### config.mk
export PLATFORM = sky130hd
export DESIGN_NAME = debounce_multi_flat
export DESIGN_NICKNAME = d
export VERILOG_FILES = /design/src/rtl/debounce_multi_if.sv /design/src/rtl/debounce_multi.sv /design/src/flat_wrapper.sv
export SDC_FILE = /design/constraint.sdc
export NUM_CORES = 1
export LEC_CHECK = 0
export ABC_AREA = 1
export BUFFER_PORTS_ARGS = -buffer_cell sky130_fd_sc_hd__buf_2
export CAP_MARGIN = 15
export CELL_PAD_IN_SITES_DETAIL_PLACEMENT = 0
export CELL_PAD_IN_SITES_GLOBAL_PLACEMENT = 2
export CORE_UTILIZATION = 39
export DETAILED_ROUTE_END_ITERATION = 8
export PLACE_DENSITY_LB_ADDON = 0.1
export SYNTH_ARGS = -nofsm -noshare
export SYNTH_HDL_FRONTEND = slang
export SYNTH_SLANG_ARGS = --single-unit
export TNS_END_PERCENT = 10
### constraint.sdc
create_clock -name clk -period 4.92 [get_ports clk]
set_clock_uncertainty 0.2 [all_clocks]
set_input_delay 0.492 -clock clk [delete_from_list [all_inputs] [get_ports clk]]
set_output_delay 0.492 -clock clk [all_outputs]
set_load 0.03 [all_outputs]
### src/rtl/debounce_multi_if.sv
// Button conditioner bus: raw inputs in, debounced level and event pulses out.
interface debounce_multi_if #(
    parameter int unsigned N_CH = 4
);
    logic [N_CH-1:0] raw_in;
    logic [N_CH-1:0] level_out;
    logic [N_CH-1:0] rise_out;
    logic [N_CH-1:0] fall_out;
    logic [N_CH-1:0] long_out;
    logic [N_CH-1:0] repeat_out;

    modport master (
        output raw_in,
        input  level_out, rise_out, fall_out, long_out, repeat_out
    );

    modport slave (
        input  raw_in,
        output level_out, rise_out, fall_out, long_out, repeat_out
    );
endinterface

### src/rtl/debounce_multi.sv
// N-channel push-button conditioner: 2-FF sync, stability debounce, edge pulses,
// long-press detection with optional auto-repeat. Channels are fully independent.
module debounce_multi #(
    parameter int unsigned N_CH            = 4,
    parameter int unsigned DEBOUNCE_TIME   = 100,
    parameter int unsigned LONG_PRESS_TIME = 500,
    parameter int unsigned REPEAT_TIME     = 200,
    parameter logic        INIT_LEVEL      = 1'b0
) (
    input  logic             clk,
    input  logic             rst,
    debounce_multi_if.slave  bus
);
    localparam int unsigned HMAX = (LONG_PRESS_TIME > REPEAT_TIME) ? LONG_PRESS_TIME : REPEAT_TIME;
    localparam int unsigned DW   = $clog2(DEBOUNCE_TIME + 1);
    localparam int unsigned HW   = $clog2(HMAX + 1);

    typedef enum logic [1:0] {
        IDLE,
        WAIT_LONG,
        REPEAT
    } hold_state_e;

    for (genvar i = 0; i < N_CH; i++) begin : g_ch
        logic          s1_q, s2_q;
        logic          lvl_q, lvl_d;
        logic [DW-1:0] dcnt_q, dcnt_d;
        logic [HW-1:0] hcnt_q, hcnt_d;
        hold_state_e   st_q, st_d;
        logic          rise_q, rise_d, fall_q, fall_d;
        logic          long_q, long_d, rep_q, rep_d;

        // State and output registers; reset never produces a pulse.
        always_ff @(posedge clk or negedge rst) begin
            if (!rst) begin
                s1_q   <= INIT_LEVEL;
                s2_q   <= INIT_LEVEL;
                lvl_q  <= INIT_LEVEL;
                dcnt_q <= '0;
                hcnt_q <= '0;
                st_q   <= IDLE;
                rise_q <= 1'b0;
                fall_q <= 1'b0;
                long_q <= 1'b0;
                rep_q  <= 1'b0;
            end else begin
                s1_q   <= bus.raw_in[i];
                s2_q   <= s1_q;
                lvl_q  <= lvl_d;
                dcnt_q <= dcnt_d;
                hcnt_q <= hcnt_d;
                st_q   <= st_d;
                rise_q <= rise_d;
                fall_q <= fall_d;
                long_q <= long_d;
                rep_q  <= rep_d;
            end
        end

        // Debounce accept and hold-state next values; an accepted fall overrides the hold FSM.
        always_comb begin
            lvl_d  = lvl_q;
            dcnt_d = dcnt_q;
            hcnt_d = hcnt_q;
            st_d   = st_q;
            rise_d = 1'b0;
            fall_d = 1'b0;
            long_d = 1'b0;
            rep_d  = 1'b0;

            if (s2_q == lvl_q) begin
                dcnt_d = '0;
            end else if (dcnt_q == DW'(DEBOUNCE_TIME - 1)) begin
                lvl_d  = s2_q;
                dcnt_d = '0;
                rise_d = s2_q;
                fall_d = ~s2_q;
            end else begin
                dcnt_d = dcnt_q + DW'(1);
            end

            if (fall_d) begin
                st_d   = IDLE;
                hcnt_d = '0;
            end else if (rise_d) begin
                st_d   = WAIT_LONG;
                hcnt_d = HW'(1);
            end else begin
                case (st_q)
                    WAIT_LONG: begin
                        if (hcnt_q == HW'(LONG_PRESS_TIME)) begin
                            long_d = 1'b1;
                            hcnt_d = HW'(1);
                            st_d   = REPEAT;
                        end else begin
                            hcnt_d = hcnt_q + HW'(1);
                        end
                    end
                    REPEAT: begin
                        if (REPEAT_TIME != 0) begin
                            if (hcnt_q == HW'(REPEAT_TIME)) begin
                                rep_d  = 1'b1;
                                hcnt_d = HW'(1);
                            end else begin
                                hcnt_d = hcnt_q + HW'(1);
                            end
                        end
                    end
                    default: ;
                endcase
            end
        end

        assign bus.level_out[i]  = lvl_q;
        assign bus.rise_out[i]   = rise_q;
        assign bus.fall_out[i]   = fall_q;
        assign bus.long_out[i]   = long_q;
        assign bus.repeat_out[i] = rep_q;
    end
endmodule

### src/flat_wrapper.sv
// flat-port wrapper written by rule: the top's interface ports become plain ports
module debounce_multi_flat 
#(
    parameter int unsigned N_CH            = 4,
    parameter int unsigned DEBOUNCE_TIME   = 100,
    parameter int unsigned LONG_PRESS_TIME = 500,
    parameter int unsigned REPEAT_TIME     = 200,
    parameter logic        INIT_LEVEL      = 1'b0
)
  (clk, rst, bus_raw_in, bus_level_out, bus_rise_out, bus_fall_out, bus_long_out, bus_repeat_out);
  debounce_multi_if #(.N_CH(N_CH)) bus_i ();
  input  logic clk;
  input  logic rst;
  input wire logic [$bits(bus_i.raw_in)-1:0] bus_raw_in;
  output wire logic [$bits(bus_i.level_out)-1:0] bus_level_out;
  output wire logic [$bits(bus_i.rise_out)-1:0] bus_rise_out;
  output wire logic [$bits(bus_i.fall_out)-1:0] bus_fall_out;
  output wire logic [$bits(bus_i.long_out)-1:0] bus_long_out;
  output wire logic [$bits(bus_i.repeat_out)-1:0] bus_repeat_out;
  assign bus_i.raw_in = bus_raw_in;
  assign bus_level_out = bus_i.level_out;
  assign bus_rise_out = bus_i.rise_out;
  assign bus_fall_out = bus_i.fall_out;
  assign bus_long_out = bus_i.long_out;
  assign bus_repeat_out = bus_i.repeat_out;
  debounce_multi #(.N_CH(N_CH), .DEBOUNCE_TIME(DEBOUNCE_TIME), .LONG_PRESS_TIME(LONG_PRESS_TIME), .REPEAT_TIME(REPEAT_TIME), .INIT_LEVEL(INIT_LEVEL)) u_core (.clk(clk), .rst(rst), .bus(bus_i));
endmodule
==> impl_results.md, run 1 <==
* Status: complete, no violations
* Syn Nets at 716
* Crit path cell chain: dlygate4sd3_1 -> buf_4 -> buf_4
* RSZ-0062 raised after global routing: false
* Final setup viols at 0
* CTS tree: built
* LEAKAGE at 3.096 nW
* # DRC at 0
* R2r startpoint: u_core.g_ch[2].st_q[0]$_DFFE_PN0P_
* HP Class: input port to register
* Initial core utilization at 0.4009
* WHS at 44.90 ps
* Seq pwr share at 0.514
* Reg2Reg Setup Slack at 3130 ps
* Hold wc startpoint: bus_raw_in[2]
* DP HPWL at 7678 um
* Antenna Nets Post-Route at 0
* Hold Fails Final Rpt at 0
* Area post-placement at 5535 um^2
* Post-synth EDFFs at 0
* Max Cap Viol at 0
* Relative slew slack at 0.5579
* Top cells by count, synth: nand2_1 (199), nor2_1 (105), inv_1 (101), dfrtp_1 (100), nand3_1 (48)
* Die H at 118.9 um
* Placed Cells incl. Taps at 872
* Cells after Synth at 690
* Row count at 42
* R2R depth at 7
* Worst Hold Path EP: u_core.g_ch[2].s1_q$_DFF_PN0_
* Largest net degree at the start of global routing at 52
* Initial antenna violation count at 0
* YS warnings at 0
* Skew-Pair Late Insertion Delay at 350 ps
* Critical Path Max Stage Delay at 650 ps
* Setup crit start kind: input port
* Tot Pwr at 1.636 mW
* Worst path depth at 3
* Commonest register cell after synthesis: dfrtp_1
* Fillers at 1399
* Most numerous cell in the Yosys netlist: nand2_1
* CP required at 5130 ps
* #FFs+latches synth at 100
* Sum of negative setup slack at 0 ps
* First-pass GRT wire length at 18600 um
* Max stage delay cell, worst path: buf_4
* Crit-path leading delay family: buffers and inverters
* Layout area overhead at 9.789%
* Cell Area, Synth at 5330 um^2
* Pwr Density at 279.6 nW/um^2
* Inserted Clock Buffers at 9
* Critical Path Sink Type: async pin
* Syn Area/Cell at 7.725 um^2
* Period minus WS final at 2020 ps
* IO Pins at 26
* Reg-to-reg critical path endpoint: u_core.g_ch[2].hcnt_q[6]$_DFFE_PN0P_
* Synth cell types at 28
* Chip Width at 118.9 um
* Critical path class: input port to async pin
* Antenna diode count at 0
* Max Clock Freq at 495.1 MHz
* Max Slew Vio Count at 0
* Post-DR vias/cell at 4.625
* Clk slew on worst S/H paths at 70 ps
* First-pass detailed-route iteration total at 4
* Crit path DAT at 2230 ps
* Synth top area share at 0.4695
* Seq/Total Area, Yosys at 0.4695
* Hold depth at 1
* Detailed-route via count at 4107
* Number of global-route vias before repair at 3903
* Wire per inst at 11.93 um
* WP buf/inv at 3
* Core area at 13300 um^2
* Layout cell share with drive strength beyond 1 at 0.08427
* Final Cell Area at 5852 um^2
* Leading area contributor after synthesis: dfrtp_1
* Combinational cell fraction of total power at 0.028
* Initial drt markers at 178
* Post-cts sizing count at 0
* Clk root buf: clkbuf_16
* Final WL at 10590 um
* I/O Buffers at 25
* Post-synth ARST share at 1.000
* Clock tree buffer depth at 2
* VDD IR max at 0.1693 mV
* Sw Pwr at 0.3488 mW
* Worst slew pin tran at 663.1 ps
* Internal Power at 1.288 mW
* Switching Share at 0.2132
* GPL Wtd Cong at 0.7682
* Post-CTS Repair Setup Buffers at 0
* # hold bufs at CTS at 1
* Grt ovf at 0
* Clk sinks at 100
* CP max FO at 51
* Total Routing Usage GR at 0.1662
* Die ar. at 14140 um^2
* Clock power share at 0.458
* Nets at 734
* Synth top area cells: dfrtp_1 (47%), nand2_1 (14%), nor2_1 (7.4%)
* Worst path most repeated cell: buf_4
* Finished Layout Cells at 888
* Final Cycle Share at 0.4105
* CTS HTree Levels at 3
## how the worst max path moves through the flow
stage	from	end	slack, ps
after global placement	rst	u_core.g_ch[0].st_q[1]$_DFFE_PN0P_	3000
after floorplan	u_core.g_ch[2].dcnt_q[0]$_DFF_PN0_	u_core.g_ch[2].hcnt_q[6]$_DFFE_PN0P_	3330
after CTS	rst	u_core.g_ch[0].hcnt_q[0]$_DFFE_PN0P_	2810
after global routing	rst	u_core.g_ch[0].hcnt_q[0]$_DFFE_PN0P_	2620
final	rst	u_core.g_ch[0].hcnt_q[0]$_DFFE_PN0P_	2900
after detailed placement	rst	u_core.g_ch[0].hcnt_q[6]$_DFFE_PN0P_	2960
## cell families after synthesis
logic type                 synth area share
and+or+nand+nor                      0.3207
DFF                                  0.4695
AOI/OAI and AO/OA                   0.04906
adders and majority gates           0.04695
buffers and inverters                0.1007
xor gates and xnor gates            0.01314
## final cells by class
cell class	count	area (um^2)	share of cell area
flip-flops and latches	100	2502	0.4276
multi-input cells	467	2291	0.3915
inverters	103	386.6	0.06607
clock buffers	10	229.0	0.03913
well taps	176	220.2	0.03763
repair buffers	27	145.1	0.02480
clock inverters	5	77.57	0.01326
## stage by stage
stage,utilization,setup slack (ps)
global placement,0.4163,3005
CTS,0.4401,2805
global route,0.4401,2623
floorplan,-,3332
finish,0.4401,2900
detailed placement,0.4163,2964
## power by group through the flow
stage                     sequential [mW]  clock (mW)  combinational, mW
final                               0.841       0.749             0.0463
after global routing                0.842       0.806             0.0563
after CTS                           0.841       0.781             0.0487
after detailed placement            0.857           0             0.0480
after global placement              0.856           0             0.0470
after floorplan                     0.855           0             0.0237
## cell usage in the layout, fill, tap and decap left out, types with 2 or more instances in the layout
master / count
a21oi_1: 25
buf_2: 24
buf_4: 2
bufinv_16: 2
clkbuf_16: 9
clkinv_2: 2
dfrtp_1: 100
ha_1: 20
inv_1: 101
inv_2: 2
nand2_1: 199
nand2_4: 6
nand3_1: 48
nand3b_1: 4
nand4_1: 8
nor2_1: 105
nor2_2: 4
nor2_4: 5
nor3_1: 4
nor3b_1: 4
nor4_1: 2
o21a_1: 5
o21ai_0: 9
o21bai_1: 2
o22ai_1: 4
xnor2_1: 4
xor2_1: 4
## layer usage
layer,global-route usage,share of wire,up-vias
li1,-,-,2152
met1,0.2222,0.51,1903
met2,0.2628,0.45,44
met3,0.04550,0.028,8
met4,0.04905,0.011,0
met5,0,0,-
## registers in the layout, summed over array words and instances (netlist names)
name                count
u_core.g_ch.s1_q        4
u_core.g_ch.fall_q      4
u_core.g_ch.s2_q        4
u_core.g_ch.rep_q       4
u_core.g_ch.hcnt_q     36
u_core.g_ch.lvl_q       4
u_core.g_ch.long_q      4
u_core.g_ch.rise_q      4
u_core.g_ch.st_q        8
u_core.g_ch.dcnt_q     28
Power figures use the tool's default switching activity.
==> run 2, diff against run 1 <==
ABC_AREA = 0   (was 1)
CORE_UTILIZATION = 36   (was 39)
clock period = 1.7 ns   (was 4.92 ns; I/O delays follow)
==> run 2 against run 1 <==
The flow now finishes with violations (setup timing). Global-route usage rose by 0.076 points. Design area rose by 16%. Die area rose by 1.4%. Via count fell by 1.6%. Critical path depth rose by 5. Worst hold slack improved by 70 ps. Combinational power rose to 4.1 times the previous value. Power rose to 2.7 times the previous value. Sequential power rose to 2.9 times the previous value. Wire length rose by 3.3%. Flip-flop and latch count did not move. Non-clock buffer count rose by 124. Critical path type is now register to register. Critical endpoint is now u_core.g_ch[2].hcnt_q[8]$_DFFE_PN0P_. Largest cell class is now multi-input gates.
==> impl_results.md, run 2 <==
* First-pass GRT wire length at 19140 um (+2.9%)
* Sw Pwr at 0.9798 mW (+180%)
* Cell Area, Synth at 4992 um^2 (-6.3%)
* # DRC at 0 (unchanged)
* Number of global-route vias before repair at 4148 (+6.3%)
* Routed wl met3 at 339 um (+15%)
* Hold Fails Final Rpt at 0 (unchanged)
* CTS tree: built
* VDD IR max at 0.4419 mV (+160%)
* RSZ-0062 raised after global routing: true
* Synth cell types at 52 (+86%)
* Layout area overhead at 36.14%
* I/O Buffers at 25 (unchanged)
* GPL Wtd Cong at 0.7945 (+3.4%)
* LEAKAGE at 3.125 nW (+0.97%)
* Tot Pwr at 4.458 mW (+170%)
* Wire per inst at 13.47 um (+13%)
* Commonest register cell after synthesis: dfrtp_1
* Inserted Clock Buffers at 9 (unchanged)
* Internal Power at 3.478 mW (+170%)
* Commonest non-fill, non-tap cell in the layout: buf_4
* CTS HTree Levels at 3 (unchanged)
* Max stage delay cell, worst path: or4_1
* Final WL at 10940 um (+3.3%)
* Setup crit start kind: register
* Period minus WS final at 1907 ps
* Synth top area cells: dfrtp_1 (50%), ha_1 (5.0%), nor2_1 (4.2%)
* Grt ovf at 0 (unchanged)
* First-pass detailed-route iteration total at 4 (unchanged)
* Cells after Synth at 500 (-28%)
* YS warnings at 0 (unchanged)
* Top routing layer used: met4
* Finished Layout Cells at 812 (-8.6%)
* Relative slew slack at 0.6989 (+0.1409)
* Final setup viols at 45 (+45)
* Chip Width at 119.8 um (+0.72%)
* Syn Area/Cell at 9.985 um^2 (+29%)
* CP max FO at 15 (-71%)
* Max reg flops at 36 (unchanged)
* Antenna diode count at 0 (unchanged)
* Largest net degree at the start of global routing at 34 (-35%)
* HP Class: input port to async pin
* Clk slew on worst S/H paths at 70 ps (about the same)
* Seq pwr share at 0.546 (+0.032)
* Skew-Pair Late Insertion Delay at 350 ps (about the same)
* Most flops, register: u_core.g_ch.hcnt_q
* Antenna Nets Post-Route at 0 (unchanged)
* DP HPWL at 7478 um (-2.6%)
* Seq/Total Area, Yosys at 0.5013 (+0.03177)
* Initial core utilization at 0.3725 (-0.02835)
* Critical path class: register to register
* Detailed-route via count at 4041 (-1.6%)
* Post-route setup slack at -206.9 ps (-3107 ps)
* Synth top area share at 0.5013 (+0.03177)
* Pwr Density at 656.0 nW/um^2 (+130%)
* Core area at 13400 um^2 (+0.79%)
* Most frequent cells in the layout: buf_4 (112), dfrtp_1 (99), nor2_1 (53), nand2_1 (39), nand3_1 (31)
* Die H at 119.8 um (+0.72%)
* Die ar. at 14340 um^2 (+1.4%)
* CP required at 1770 ps (-3360 ps)
* Crit path cell chain: inv_1 -> ha_2 -> nor2b_4 -> a22oi_2 -> o21ai_2 -> buf_12 -> or4_1 -> o211ai_1
* Critical Path Max Stage Delay at 390 ps (-260 ps)
* Met2 WL at 5439 um (+13%)
* Syn Nets at 526 (-27%)
* Max Cap Viol at 0 (unchanged)
* Clk root buf: clkbuf_16
* Total Routing Usage GR at 0.1669 (+0.0007617)
* Clock tree buffer depth at 2 (unchanged)
* WHS at 114.5 ps (+69.63 ps)
* Top Registers: u_core.g_ch.hcnt_q x36, u_core.g_ch.dcnt_q x28, u_core.g_ch.st_q x8
* Row count at 42 (unchanged)
* Initial antenna violation count at 0 (unchanged)
* Fillers at 1261 (-9.9%)
* Final Cycle Share at 1.122
* Placed Cells incl. Taps at 781 (-10%)
* Leading area contributor after synthesis: dfrtp_1
* Clock power share at 0.411 (-0.047)
* Register area at 2504 um^2 (about the same)
* Post-DR vias/cell at 4.977 (+7.6%)
* Max Clock Freq at 524.4 MHz
* Post-synth ARST share at 1.000 (unchanged)
* Top cells by count, synth: dfrtp_1 (100), nor2_1 (56), nand2_1 (45), nand3_1 (38), buf_4 (22)
* Multi-input gate area at 2589 um^2 (+13%)
* Initial drt markers at 173 (-2.8%)
* Layout cell share with drive strength beyond 1 at 0.3711 (+0.2868)
* #FFs+latches synth at 100 (unchanged)
* Violated checks: setup timing
* Worst slew pin tran at 451.7 ps (-211.4 ps)
* Post-synth EDFFs at 0 (unchanged)
* Crit path DAT at 1970 ps (-260 ps)
* IO Pins at 26 (unchanged)
* WL met1 at 5063 um (-5.8%)
* Clk sinks at 100 (unchanged)
* Critical Path Sink Type: register
* Most numerous cell in the Yosys netlist: dfrtp_1
* Combinational cell fraction of total power at 0.043 (+0.015)
* Switching Share at 0.2198 (+0.006595)
* Nets at 658 (-10%)
* Post-Route Utilization at 0.5072 (+0.06704)
* Max Slew Vio Count at 0 (unchanged)
* Status: complete, but fails checks
==> run 2: changes by cell type in the layout (fill, tap and decap cells not counted), moves of 11 or more <==
cell,delta
nand2_1,-160
buf_4,+110
inv_1,-82
nor2_1,-52
nand3_1,-17
and3_1,+11
==> run 2: cell type report <==
type | instances | area share
clock buffer | 12 | 0.03479
inverter | 21 | 0.01160
sequential | 100 | 0.3684
timing repair buffer | 151 | 0.1697
clock inverter | 3 | 0.002209
multi-input combinational | 349 | 0.3809
tap | 176 | 0.03240
==> run 2: metrics by stage <==
step | area (um^2) | worst slack, ps | setup TNS, ps
final | 6797 | -206.9 | -4204
after detailed placement | 6025 | -301.6 | -7835
after global routing | 6797 | -323.3 | -9081
after global placement | 6025 | -225.6 | -6549
after floorplan | 5014 | -175.9 | -3623
after CTS | 6599 | -214.5 | -4532
==> run 2: worst max-delay path: cells and delay by family, from the launching register on <==
family	cells	cell delay, ps
AND/OR/NAND/NOR	2	520
adder cells (fa/ha/maj)	1	190
buffers and inverters	2	200
AO/OA/AOI/OAI	3	380
flip-flops	1	350
==> run 2: kinds of logic (layout without fill, tap and decap cells) <==
kind of cell               count (synthesis)  in the layout  synth area share
AOI/OAI and AO/OA                         61             64           0.08371
adders and majority gates                 20             20           0.05013
xor gates and xnor gates                  24             24           0.04210
buffers and inverters                     54            187           0.05965
DFF                                      100            100            0.5013
muxes                                      4              4          0.009022
and+or+nand+nor                          237            237            0.2541
==> run 2: layer usage <==
metal  vias to the layer above  GRT usage
li1                       2015          -
met1                      1976     0.2124
met2                        43     0.2807
met3                         7    0.04563
met4                         0    0.03984
met5                         -          0
==> run 2: timing repair <==
item	4_1_cts	5_1_grt
hold buffers	5	0
pin swaps	28	24
hold endpoints to repair	91	0
resized for setup	52	37
buffers inserted	6	3
gates cloned	2	1
setup endpoints to repair	72	87
==> run 2: final timing paths <==
path / endpoint / startpoint / cells after the start / slack [ps]
setup / recovery: u_core.g_ch[2].hcnt_q[8]$_DFFE_PN0P_ / u_core.g_ch[2].st_q[0]$_DFFE_PN0P_ / 8 / -210
hold / removal: u_core.g_ch[2].hcnt_q[8]$_DFFE_PN0P_ / rst / 2 / 110
setup reg to reg: u_core.g_ch[2].hcnt_q[8]$_DFFE_PN0P_ / u_core.g_ch[2].st_q[0]$_DFFE_PN0P_ / 8 / -210
hold reg to reg: u_core.g_ch[3].s2_q$_DFF_PN0_ / u_core.g_ch[3].s1_q$_DFF_PN0_ / 0 / 150
max in group asynchronous: u_core.g_ch[1].hcnt_q[6]$_DFFE_PN0P_ / rst / 3 / 620
min in group clk: u_core.g_ch[3].s2_q$_DFF_PN0_ / u_core.g_ch[3].s1_q$_DFF_PN0_ / 0 / 150
==> run 2: power groups by stage <==
stage               Clock [mW]  Combinational (mW)  Sequential, mW
floorplan                    0              0.0492            2.48
detailed placement           0               0.180            2.48
finish                    1.83               0.190            2.43
CTS                       1.92               0.193            2.43
global route              2.02               0.220            2.44
global placement             0               0.179            2.47
